**config.mk**
```make
export PLATFORM = sky130hd
export DESIGN_NAME = snac_joybus_seq
export DESIGN_NICKNAME = d
export VERILOG_FILES = /design/src/rtl/snac_joybus_seq.sv
export SDC_FILE = /design/constraint.sdc
export NUM_CORES = 1
export LEC_CHECK = 0
export ABC_AREA = 1
export CAP_MARGIN = 25
export CORE_MARGIN = 1
export CORE_UTILIZATION = 45
export DETAILED_ROUTE_END_ITERATION = 6
export PLACE_DENSITY = 0.67
export SLEW_MARGIN = 30
export SYNTH_ARGS = -nofsm -noshare
export SYNTH_HDL_FRONTEND = slang
export SYNTH_SLANG_ARGS = --single-unit
```
**constraint.sdc**
```tcl
create_clock -name clk_1x -period 2.85 [get_ports clk_1x]
set_input_delay 0.855 -clock clk_1x [delete_from_list [all_inputs] [get_ports clk_1x]]
set_output_delay 0.855 -clock clk_1x [all_outputs]
set_load 0.03 [all_outputs]
```
**src/rtl/snac_joybus_seq.sv**
```systemverilog
// snac_joybus_seq
// Sequences one joybus transaction through the SNAC PHY: sends req_txcnt
// command bytes from the tx buffer using the PHY's start / toPad_ena
// handshake, collects up to req_rxcnt reply bytes into the rx buffer, then
// pulses done with a status code.
//
// Ports
//   clk_1x, reset                 PHY clock, synchronous active-high reset
//   req_valid/req_ready           request handshake (ready == idle)
//   req_txcnt/req_rxcnt           bytes to send / bytes expected back
//   wr_en/wr_addr/wr_data         tx buffer write port (only while idle)
//   rd_addr/rd_data               rx buffer read port, 1-cycle latency
//   done/status/rx_len            completion pulse, result code, bytes received
//   snac_start/snac_toPad_ena     one-cycle pulses to the PHY
//   snac_cmd_data                 byte currently presented to the PHY
//   snac_send_cnt/receive_cnt     latched request counts
//   snac_ready/byte_rec/timeout   PHY status
//   snac_data_out                 PHY received byte
module snac_joybus_seq #(
    parameter int DEPTH = 64,
    parameter int AW    = $clog2(DEPTH)
) (
    input  logic          clk_1x,
    input  logic          reset,
    input  logic          req_valid,
    output logic          req_ready,
    input  logic [AW-1:0] req_txcnt,
    input  logic [AW-1:0] req_rxcnt,
    input  logic          wr_en,
    input  logic [AW-1:0] wr_addr,
    input  logic [7:0]    wr_data,
    input  logic [AW-1:0] rd_addr,
    output logic [7:0]    rd_data,
    output logic          done,
    output logic [1:0]    status,
    output logic [AW-1:0] rx_len,
    output logic          snac_start,
    output logic          snac_toPad_ena,
    output logic [7:0]    snac_cmd_data,
    output logic [AW-1:0] snac_send_cnt,
    output logic [AW-1:0] snac_receive_cnt,
    input  logic          snac_ready,
    input  logic          snac_byte_rec,
    input  logic          snac_timeout,
    input  logic [7:0]    snac_data_out
);

    typedef enum logic [2:0] {
        S_IDLE, S_START, S_GUARD, S_TXWAIT, S_NEXT, S_RXWAIT, S_DONE
    } state_t;

    localparam logic [1:0] ST_OK      = 2'd0;
    localparam logic [1:0] ST_TIMEOUT = 2'd1;
    localparam logic [1:0] ST_BADLEN  = 2'd2;

    state_t        r_state;
    logic          r_req_ready;
    logic          r_done;
    logic [1:0]    r_status;
    logic [AW-1:0] r_rx_len;
    logic          r_start;
    logic          r_topad;
    logic [7:0]    r_cmd;
    logic [AW-1:0] r_tx_cnt;
    logic [AW-1:0] r_rx_cnt;
    logic [AW-1:0] r_tx_idx;
    logic [AW-1:0] r_rx_idx;
    logic          r_gcnt;
    logic [7:0]    r_rd_data;

    logic [7:0]    r_tx_mem [DEPTH];
    logic [7:0]    r_rx_mem [DEPTH];

    logic          w_tx_we;
    logic          w_rx_we;
    logic [AW-1:0] w_rx_idx_nx;
    logic          w_rx_full;

    // Host may only load the tx buffer while nothing is in flight.
    assign w_tx_we     = wr_en & r_req_ready;
    // Bytes beyond the expected count are dropped rather than wrapping.
    assign w_rx_we     = (r_state == S_RXWAIT) & snac_byte_rec & (r_rx_idx != r_rx_cnt);
    assign w_rx_idx_nx = r_rx_idx + AW'(w_rx_we);
    assign w_rx_full   = w_rx_we & (w_rx_idx_nx == r_rx_cnt);

    always_ff @(posedge clk_1x) begin
        if (w_tx_we) r_tx_mem[wr_addr] <= wr_data;
        if (w_rx_we) r_rx_mem[r_rx_idx] <= snac_data_out;
    end

    always_ff @(posedge clk_1x) begin
        if (reset) r_rd_data <= '0;
        else       r_rd_data <= r_rx_mem[rd_addr];
    end

    always_ff @(posedge clk_1x) begin
        if (reset) begin
            r_state     <= S_IDLE;
            r_req_ready <= 1'b1;
            r_done      <= 1'b0;
            r_status    <= ST_OK;
            r_rx_len    <= '0;
            r_start     <= 1'b0;
            r_topad     <= 1'b0;
            r_cmd       <= '0;
            r_tx_cnt    <= '0;
            r_rx_cnt    <= '0;
            r_tx_idx    <= '0;
            r_rx_idx    <= '0;
            r_gcnt      <= 1'b0;
        end else begin
            r_start <= 1'b0;
            r_topad <= 1'b0;
            r_done  <= 1'b0;
            case (r_state)
                S_IDLE: begin
                    if (req_valid) begin
                        r_tx_cnt    <= req_txcnt;
                        r_rx_cnt    <= req_rxcnt;
                        r_rx_idx    <= '0;
                        r_req_ready <= 1'b0;
                        if (req_txcnt == '0) begin
                            r_status <= ST_BADLEN;
                            r_rx_len <= '0;
                            r_done   <= 1'b1;
                            r_state  <= S_DONE;
                        end else begin
                            r_cmd    <= r_tx_mem[0];
                            r_tx_idx <= AW'(1);
                            r_state  <= S_START;
                        end
                    end
                end
                S_START: begin
                    if (snac_ready) begin
                        r_start <= 1'b1;
                        r_gcnt  <= 1'b0;
                        r_state <= S_GUARD;
                    end
                end
                // The PHY still shows ready for a cycle after each pulse;
                // sit out two cycles so that stale ready is not taken as a
                // byte boundary.
                S_GUARD: begin
                    if (r_gcnt) r_state <= (r_tx_idx == r_tx_cnt) ? S_RXWAIT : S_TXWAIT;
                    else        r_gcnt  <= 1'b1;
                end
                S_TXWAIT: begin
                    if (snac_ready) begin
                        r_cmd    <= r_tx_mem[r_tx_idx];
                        r_tx_idx <= r_tx_idx + AW'(1);
                        r_state  <= S_NEXT;
                    end
                end
                // cmd_data was updated last cycle, so it is stable under toPad_ena.
                S_NEXT: begin
                    r_topad <= 1'b1;
                    r_gcnt  <= 1'b0;
                    r_state <= S_GUARD;
                end
                // A byte arriving with the timeout is stored first, so the
                // status reflects the final count.
                S_RXWAIT: begin
                    r_rx_idx <= w_rx_idx_nx;
                    if (w_rx_full || snac_timeout) begin
                        r_done   <= 1'b1;
                        r_rx_len <= w_rx_idx_nx;
                        r_status <= (w_rx_idx_nx == r_rx_cnt) ? ST_OK : ST_TIMEOUT;
                        r_state  <= S_DONE;
                    end
                end
                S_DONE: begin
                    r_req_ready <= 1'b1;
                    r_state     <= S_IDLE;
                end
                default: r_state <= S_IDLE;
            endcase
        end
    end

    assign req_ready        = r_req_ready;
    assign done             = r_done;
    assign status           = r_status;
    assign rx_len           = r_rx_len;
    assign snac_start       = r_start;
    assign snac_toPad_ena   = r_topad;
    assign snac_cmd_data    = r_cmd;
    assign snac_send_cnt    = r_tx_cnt;
    assign snac_receive_cnt = r_rx_cnt;
    assign rd_data          = r_rd_data;

endmodule
```
-- Yosys cells after proc, flatten, opt, wreduce, memory -nomap -nowiden
Memories as Yosys holds them, arrays and structs flattened. A register that Yosys moved wholly into a read port is not among the register bits.
Cells that the tools add are included.
- mux-type cells: 43
- bitwise operators: 5
- add/subtract/negate cells: 2
- equality and inequality tests: 16
- reduce and logical (&&, ||, !) cells: 15
- operators by type and width (cell ; number):
    6-bit 2-to-1 mux ; 9
    6-bit one-hot mux with 2 select lines ; 3
    8-bit 2-to-1 mux ; 3
    3-bit 2-to-1 mux ; 7
    3-bit one-hot mux with 6 select lines ; 1
    8-bit one-hot mux with 2 select lines ; 1
    6-bit == test ; 2
    1-bit 2-to-1 mux ; 12
    2-bit != test (second input constant) ; 6
    3-bit == test (second input constant) ; 3
    2-bit AND reduction ; 4
    4-bit AND reduction ; 2
    6-bit by 1-bit adder with 6-bit output ; 1
    6-bit by 1-bit adder with 6-bit output (second input constant) ; 1
    3-bit by 2-bit == test with 1-bit output (second input constant) ; 2
    6-bit logical NOT ; 1
    2-bit 2-to-1 mux ; 3
    6-bit != test ; 1
    2-bit nonzero test ; 3
    5-bit AND reduction ; 1
    1-bit bitwise AND ; 4
    1-bit one-hot mux with 2 select lines ; 2
    2-bit one-hot mux with 2 select lines ; 1
    3-bit by 1-bit == test with 1-bit output (second input constant) ; 1
    other kinds (7) ; 7
- output and inout bits: 40
- bits of input ports: 47
- register bits: 48
- logic and storage cells: 96
- bits in writable memories: 1024
- memories kept: 2
- memories (memory ; depth ; bits a word ; read ports ; clocked after memory_dff ; wr ports ; RTL line ; source):
    r_rx_mem ; 64 ; 8 ; 1 ; 1 ; 1 ; 72 ; logic [7:0] r_rx_mem [DEPTH];
    r_tx_mem ; 64 ; 8 ; 2 ; 1 ; 1 ; 71 ; logic [7:0] r_tx_mem [DEPTH];

-- Longest topological paths before layout
Gate-level depths: netlist of run 1.
- word-level depth: 9
- mapped depth: 20
- depth with buffers taken out: 20

-- Worst setup path after synthesis of run 1
OpenSTA, ideal clock, no wires.
- path kind: input port to flip-flop
- start point: input port snac_byte_rec
- end point: register r_rx_len[0], in the netlist rx_len[0]
- setup time: 132 ps
- buffers on the path: 0
- stages on the path: 15
- setup slack: 283 ps
- arrival time: 2435 ps
- required time: 2718 ps
- cell sequence: nand2_1 -> a21oi_4 -> ha_1 -> ha_1 -> nand2_1 -> nor2_1 -> inv_1 -> nand2_1 -> nand3_1 -> nor2_2 -> nand3_2 -> nand2_4 -> nand2_4 -> nand3_1 -> a21oi_1
- longest elaborated chain between the ends: 8
- elaborated cells between the ends (all ways): 10
- those cells by class: add/sub (1); eq/ne (2); mux (2); bitwise (3); reduce/logical (2)
- RTL lines (what ; RTL line ; source):
    start, declared ; 43 ; input logic snac_byte_rec,
    1-bit bitwise AND (*) (2 in a row) ; 82 ; assign w_rx_we = (r_state == S_RXWAIT) & snac_byte_rec & (r_rx_idx != r_rx_cnt);
    6-bit by 1-bit adder with 6-bit output ; 83 ; assign w_rx_idx_nx = r_rx_idx + AW'(w_rx_we);
    6-bit == test ; 84 ; assign w_rx_full = w_rx_we & (w_rx_idx_nx == r_rx_cnt);
    1-bit bitwise AND ; 84 ;
    1-bit logical OR ; 165 ; if (w_rx_full || snac_timeout) begin
    2-bit by 1-bit != test with 1-bit output (no line) ; n/a ;
    4-bit AND reduction (no line) ; n/a ;
    end signal, assigned ; 167 ; r_rx_len <= w_rx_idx_nx;
    end, declared ; 60 ; logic [AW-1:0] r_rx_len;
Mark *: on every way between the ends. The rest lies on a longest branch, timed or not. The select of a mux whose other input is x is not followed.
A chain may end at the register's enable or synchronous reset.

-- Worst setup path in the final report of run 1
- start point: register r_req_ready, in the netlist req_ready
- end point: output port req_ready
- RTL lines (what ; RTL line ; source):
    start, declared ; 57 ; logic r_req_ready;
    start signal, assigned ; 99 ; r_req_ready <= 1'b1;
    start signal, assigned ; 121 ; r_req_ready <= 1'b0;
    start signal, assigned ; 173 ; r_req_ready <= 1'b1;
    end, declared ; 26 ; output logic req_ready,
No word-level cell between the ends.

==> results of run 1 <==
[sequential cells by signal (all words and copies together), names as in the netlist, 2 cells and up, named ones only]
signal / count
r_tx_mem: 512
r_rx_idx: 6
snac_send_cnt: 6
status: 2
r_rx_mem: 512
r_tx_idx: 6
rx_len: 6
r_state: 3
snac_receive_cnt: 6
snac_cmd_data: 8
rd_data: 8
[path summary, 6_finish.rpt]
path | to | depth (start not counted)
worst max register to register | rx_len[3] | 19
worst max-delay path | req_ready | 1
worst min-delay path | status[1] | 2
worst min register to register | status[1] | 2
[placed cells by master, fill, tap and decap left out, types with 20 or more instances in the layout]
master	netlist	routed
edfxtp_1	1024	1024
nand2_1	729	729
nand3_1	595	595
nor2_1	434	433
o21ai_0	266	266
buf_4	20	229
o221ai_1	118	118
clkbuf_16	0	108
clkdlybuf4s50_1	0	66
dfxtp_1	62	59
a21oi_1	49	49
inv_1	48	47
buf_12	0	46
clkinv_1	1	22
clkinv_2	0	20
[kinds of logic (layout without fill, tap and decap cells)]
group,after synthesis,count (layout),share of synthesized area [%]
and+or+nand+nor,1800,1800,17.6
xor gates and xnor gates,13,13,0.259
DFF,1086,1086,72.8
buffers and inverters,292,615,3.01
AOI/OAI and AO/OA,453,453,6.29
adders and majority gates,3,3,0.0854
[metrics by stage]
step	instances	utilization (%)
after CTS	5246	53.0
after global routing	5246	53.0
after floorplan	3647	-
after detailed placement	5050	49.5
after global placement	5050	49.5
final	5246	53.0
[timing repair]
| item | in CTS | in global routing |
|---|---|---|
| endpoints found under the setup margin | 0 | 7 |
| hold endpoints to repair | 0 | 0 |
| setup buffers | 0 | 0 |
| gates resized for setup | 0 | 1 |
[power by group]
group / switching [mW] / internal [mW] / total (mW)
Combinational: 3.79 / 1.71 / 5.49
Clock: 5.99 / 7.68 / 13.7
Sequential: 0.167 / 17.6 / 17.8
Total: 9.95 / 27.0 / 36.9
[area by class of cell]
cell class	count	area, um^2
Clock buffer	132	2850
Clock inverter	64	567
Fill cell	8074	45400
Inverter	59	238
Multi-Input combinational cell	2269	10600
Sequential cell	1086	32000
Tap cell	1276	1600
Timing Repair Buffer	360	3400
[layer usage]
metal,up-vias,share of wire (%),global-route usage (%),wire length (um)
met4,0,2.7,6.84,2980
met1,14251,42,30.4,46600
li1,13647,-,-,-
met5,-,0,0,0
met2,1073,48,36.2,53000
met3,191,6.9,3.70,7640
==> reports/results.ini, run 1 <==
[critical_path]
critPathRequiredTime_ns=2.00
r2r_slack_ns=0.27
worst_path_largest_cell_delay_ns=0.72
cp-start-kind=flip-flop
cp.arrival_ns=1.85
endpoint_kind=primary output
reg2reg_from=snac_receive_cnt[3]
cp_cell_sequence=clkdlybuf4s50_1
worst-path-max-fanout=3
worst-path-buf-inv=1
path_delay_family=buffers and inverters
crit_path_start=req_ready
path_class=reg2out
cp_slowest_cell=clkdlybuf4s50_1

[grt]
grt_pass1_vias=28179
grt_usage_pct=22.2
grt_pass1_wl_um=168000
grt.overflow.total=0
antenna_found_initial=0
grt_max_degree=67

[sta]
clock.fmax_mhz=370
slew_headroom_pct=51.2
setup_viol=0
finalCritPeriodShare_pct=94.8
worst_slew_pin_slew_ns=0.731
fin_setup_tns_ns=0
slew_violations=0
hold_violations=0
fin_ws_ns=0.149
whs_ns=0.450
rsz0062_at_grt=no
clock_skew_ns=0.0231
fin_crit_ns=2.70

[power_and_ir_drop]
power_mw=36.9
vdd_ir_drop_max_mv=0.755
p_leak_nw=17.8
p_per_area_nw_per_um2=720

[yosys]
yosysSeqAreaShare_pct=72.8
synth_ff_type=edfxtp_1
syn_inst=3647
synth_commonest_cells=edfxtp_1 (1024), nand2_1 (729), nand3_1 (595), nor2_1 (434), o21ai_0 (266)
yosysWarnings=0
synth_top_area_share_pct=70.0
synth_cell_types=40
synth_edf_count=1024
post-synth-top-count-cell=edfxtp_1
yosys.area.top_type=edfxtp_1
synth-seq-cells=1086
syn_avg_cell_area_um2=12.1
syn-cell-area_um2=43900
syn_nets=3697
synth_area_leaders=edfxtp_1 (70%), nand3_1 (6.8%), nand2_1 (6.2%)
async_reset_ff_share_pct=0

[layout]
area_growth_pct=16.7
drive_gt1_share_pct=12.4
fin_area_um2=51300
nets=3932
antenna_cells=0

[clock_network]
cts_sinks=1086
clk_latency_ns=0.71
clkTransAtPathRegs_ns=0.06
cts.hold.buffers_added=0
cts_buffers=106
cts_tree=done
ctsRootBufferMaster=clkbuf_16
clk_path_buf_depth=3
ctsHtreeMaxLevel=3

[drt]
finalWirelength_um=110000
firstDrtPassIters=6
ant_nets=0
viasPerCell=5.56
wl_per_cell_um=21.0
drc=0
vias=29162
drt_iter0_markers=3004

[floorplanning]
io_pins=87
core_area_um2=96700
initial_core_util_pct=45.4
fp.dieH_um=315
rows=114
dieArea_um2=98900
fp.dieW_um=315

[min_path]
hold_path.class=reg2reg
hold_start=status[1]

[place]
place_congestion=0.872
dp_slack_ns=-0.199
dp_hpwl_um=68800
port_buffers=86
dpl_cell_area_um2=47900

[outcome]
status=completed

[flow_run]
max_cap_violations=0

Power figures use the tool's default switching activity.
==> run 2: changes to the inputs <==
--- a/config.mk
+++ b/config.mk
@@ -8,9 +8,9 @@
 export ABC_AREA = 1
 export CAP_MARGIN = 25
 export CORE_MARGIN = 1
-export CORE_UTILIZATION = 45
+export CORE_UTILIZATION = 55
 export DETAILED_ROUTE_END_ITERATION = 6
-export PLACE_DENSITY = 0.67
+export PLACE_DENSITY = 0.78
 export SLEW_MARGIN = 30
 export SYNTH_ARGS = -nofsm -noshare
 export SYNTH_HDL_FRONTEND = slang
==> run 2 against run 1 <==
Final cell count is 4.7% lower. Register-to-register slack lost 0.04 ns. Clock power up 4%. Clock-buffer cell count increased by 12. Non-clock buffer count shrank 21. Worst setup slack improved by 0.027 ns. Global-route usage grew 5.0 points.
==> reports/results.ini, run 2 (same netlist as run 1, synthesis figures left out) <==
[outcome]
status=completed

[critical_path]
path_delay_family=buffers and inverters
reg2reg_from=r_rx_idx[2]
cp_slowest_cell=clkdlybuf4s50_1
worst_path_largest_cell_delay_ns=0.73  ; about the same
path_class=reg2out
cp-endpoint=snac_receive_cnt[0]
worst-path-buf-inv=1  ; unchanged
worst-path-max-fanout=4  ; +1
cp-start-kind=flip-flop
worst-path-stages=1  ; unchanged
critPathRequiredTime_ns=2.00  ; about the same
endpoint_kind=primary output
r2r_slack_ns=0.23  ; -0.04 ns
crit_path_start=snac_receive_cnt[0]
cp.arrival_ns=1.82  ; -0.03 ns
cp_cell_sequence=clkdlybuf4s50_1
r2r_cells=18  ; -1
r2r-end=rx_len[1]

[power_and_ir_drop]
swShare_pct=26.3  ; -0.61 points
power_mw=37.4  ; +1.3%
p_leak_nw=17.8  ; -0.23%
power_frac_clock_pct=38.1  ; +1.1 points
pwr-share-comb_pct=14.4  ; -0.5 points
p_sw_mw=9.85  ; -1.0%
vdd_ir_drop_max_mv=0.715  ; -5.2%
p_per_area_nw_per_um2=734  ; +2.0%
pwr-share-seq_pct=47.5  ; -0.6 points
intPower_mw=27.6  ; +2.1%

[place]
port_buffers=86  ; unchanged
place_congestion=0.882  ; +1.2%
dp_slack_ns=-0.250  ; -0.0510 ns
dp_hpwl_um=65400  ; -4.9%
dpl_cell_area_um2=47300  ; -1.1%

[layout]
drive_gt1_share_pct=12.1  ; -0.29 points
final_common_cell=edfxtp_1
nets=3911  ; -0.53%
utilization_pct=64.5  ; +11 points
area_growth_pct=16.0
final_cell_mix=edfxtp_1 (1024), nand2_1 (729), nand3_1 (595)
num-fill-cells=5407  ; -33%
fin_area_um2=51000  ; -0.65%
antenna_cells=0  ; unchanged
largest_registers=r_rx_mem (512), r_tx_mem (512)

[clock_network]
clk_latency_ns=0.68  ; -0.03 ns
cts_sinks=1086  ; unchanged
ctsRootBufferMaster=clkbuf_16
cts.hold.buffers_added=0  ; unchanged
cts_tree=done
cts_resized=0  ; unchanged
ctsHtreeMaxLevel=3  ; unchanged
cts_buffers=106  ; unchanged
clkTransAtPathRegs_ns=0.06  ; about the same
clk_path_buf_depth=3  ; unchanged
post_cts_buffers=0  ; unchanged

[sta]
fin_ws_ns=0.176  ; +0.0268 ns
slew_headroom_pct=36.3  ; -15 points
setup_viol=0  ; unchanged
slew_violations=0  ; unchanged
clock.fmax_mhz=374  ; +1.0%
finalCritPeriodShare_pct=93.8  ; -0.94 points
fin_crit_ns=2.67  ; -0.0268 ns
clock_skew_ns=0.0506  ; +0.0275 ns
worst_slew_pin_slew_ns=0.950  ; +0.220 ns
hold_violations=0  ; unchanged

[grt]
antenna_found_initial=0  ; unchanged
grt_pass1_vias=29691  ; +5.4%
grt_max_degree=98  ; +46%
grt_pass1_wl_um=170000  ; +1.0%
grt_usage_pct=27.2  ; +5.0 points
grt.overflow.total=0  ; unchanged

[min_path]
hold_path.class=reg2reg

[floorplanning]
core_area_um2=79000  ; -18%
initial_core_util_pct=55.6  ; +10 points
fp.dieH_um=285  ; -9.5%
dieArea_um2=81000  ; -18%
fp.dieW_um=285  ; -9.5%
rows=103  ; -9.6%
io_pins=87  ; unchanged

[drt]
firstDrtPassIters=7  ; +1
vias=30303  ; +3.9%
viasPerCell=6.06  ; +9.0%
wl_per_cell_um=22.2  ; +5.8%
ant_nets=0  ; unchanged
drt_iter0_markers=4018  ; +34%
drc=0  ; unchanged
finalWirelength_um=111000  ; +0.81%

[flow_run]
max_cap_violations=0  ; unchanged

run 2: cell count changes in the layout (fill, tap and decap cells not counted), sizes merged:
cell,previous run,this run
bufinv,6,11
clkbuf,132,144
buf,294,273
clkinv,50,38
inv,64,60
run 2: layout make-up:
cell class | count | area (um^2) | area share [%]
multi-input combinational | 2269 | 10700 | 20.9
clock inverter | 53 | 634 | 1.24
tap | 1050 | 1310 | 2.58
inverter | 59 | 238 | 0.466
timing repair buffer | 339 | 3160 | 6.19
sequential | 1086 | 32000 | 62.8
clock buffer | 144 | 2970 | 5.82
run 2: worst min path at each step:
stage | cells after the start | slack [ns] | from | end
2_1_floorplan | 2 | 0.46 | r_gcnt | r_gcnt
3_3_place_gp | 2 | 0.45 | status[1] | status[1]
3_5_place_dp | 2 | 0.44 | status[1] | status[1]
4_1_cts | 2 | 0.45 | status[1] | status[1]
5_1_grt | 2 | 0.49 | r_gcnt | r_gcnt
6_report | 2 | 0.45 | status[1] | status[1]
run 2: tightest hold or removal path, stage by stage (launching register included):
cell     delay, ns
dfxtp_1       0.31
inv_1         0.05
a21oi_1       0.05
run 2: metal layers:
metal | GRT usage (%) | wire length, um
met2 | 44.4 | 54000
met4 | 14.4 | 6260
met5 | 0 | 0
met3 | 4.12 | 10400
met1 | 35.3 | 40600
run 2: power by group through the flow:
stage / combinational, mW / clock (mW) / sequential, mW
6_report: 5.40 / 14.3 / 17.8
3_3_place_gp: 5.14 / 0 / 18.1
5_1_grt: 5.90 / 15.0 / 17.8
2_1_floorplan: 3.36 / 0 / 18.2
3_5_place_dp: 5.26 / 0 / 18.1
4_1_cts: 5.34 / 14.4 / 17.8
run 2: metrics by stage:
stage          instances  setup TNS [ns]  hold WS [ns]
3_5_place_dp        4803           -2.47         0.442
5_1_grt             5000       -0.000784         0.494
4_1_cts             5000               0         0.454
2_1_floorplan       3647               0         0.457
3_3_place_gp        4803           -1.78         0.447
6_report            5000               0         0.448
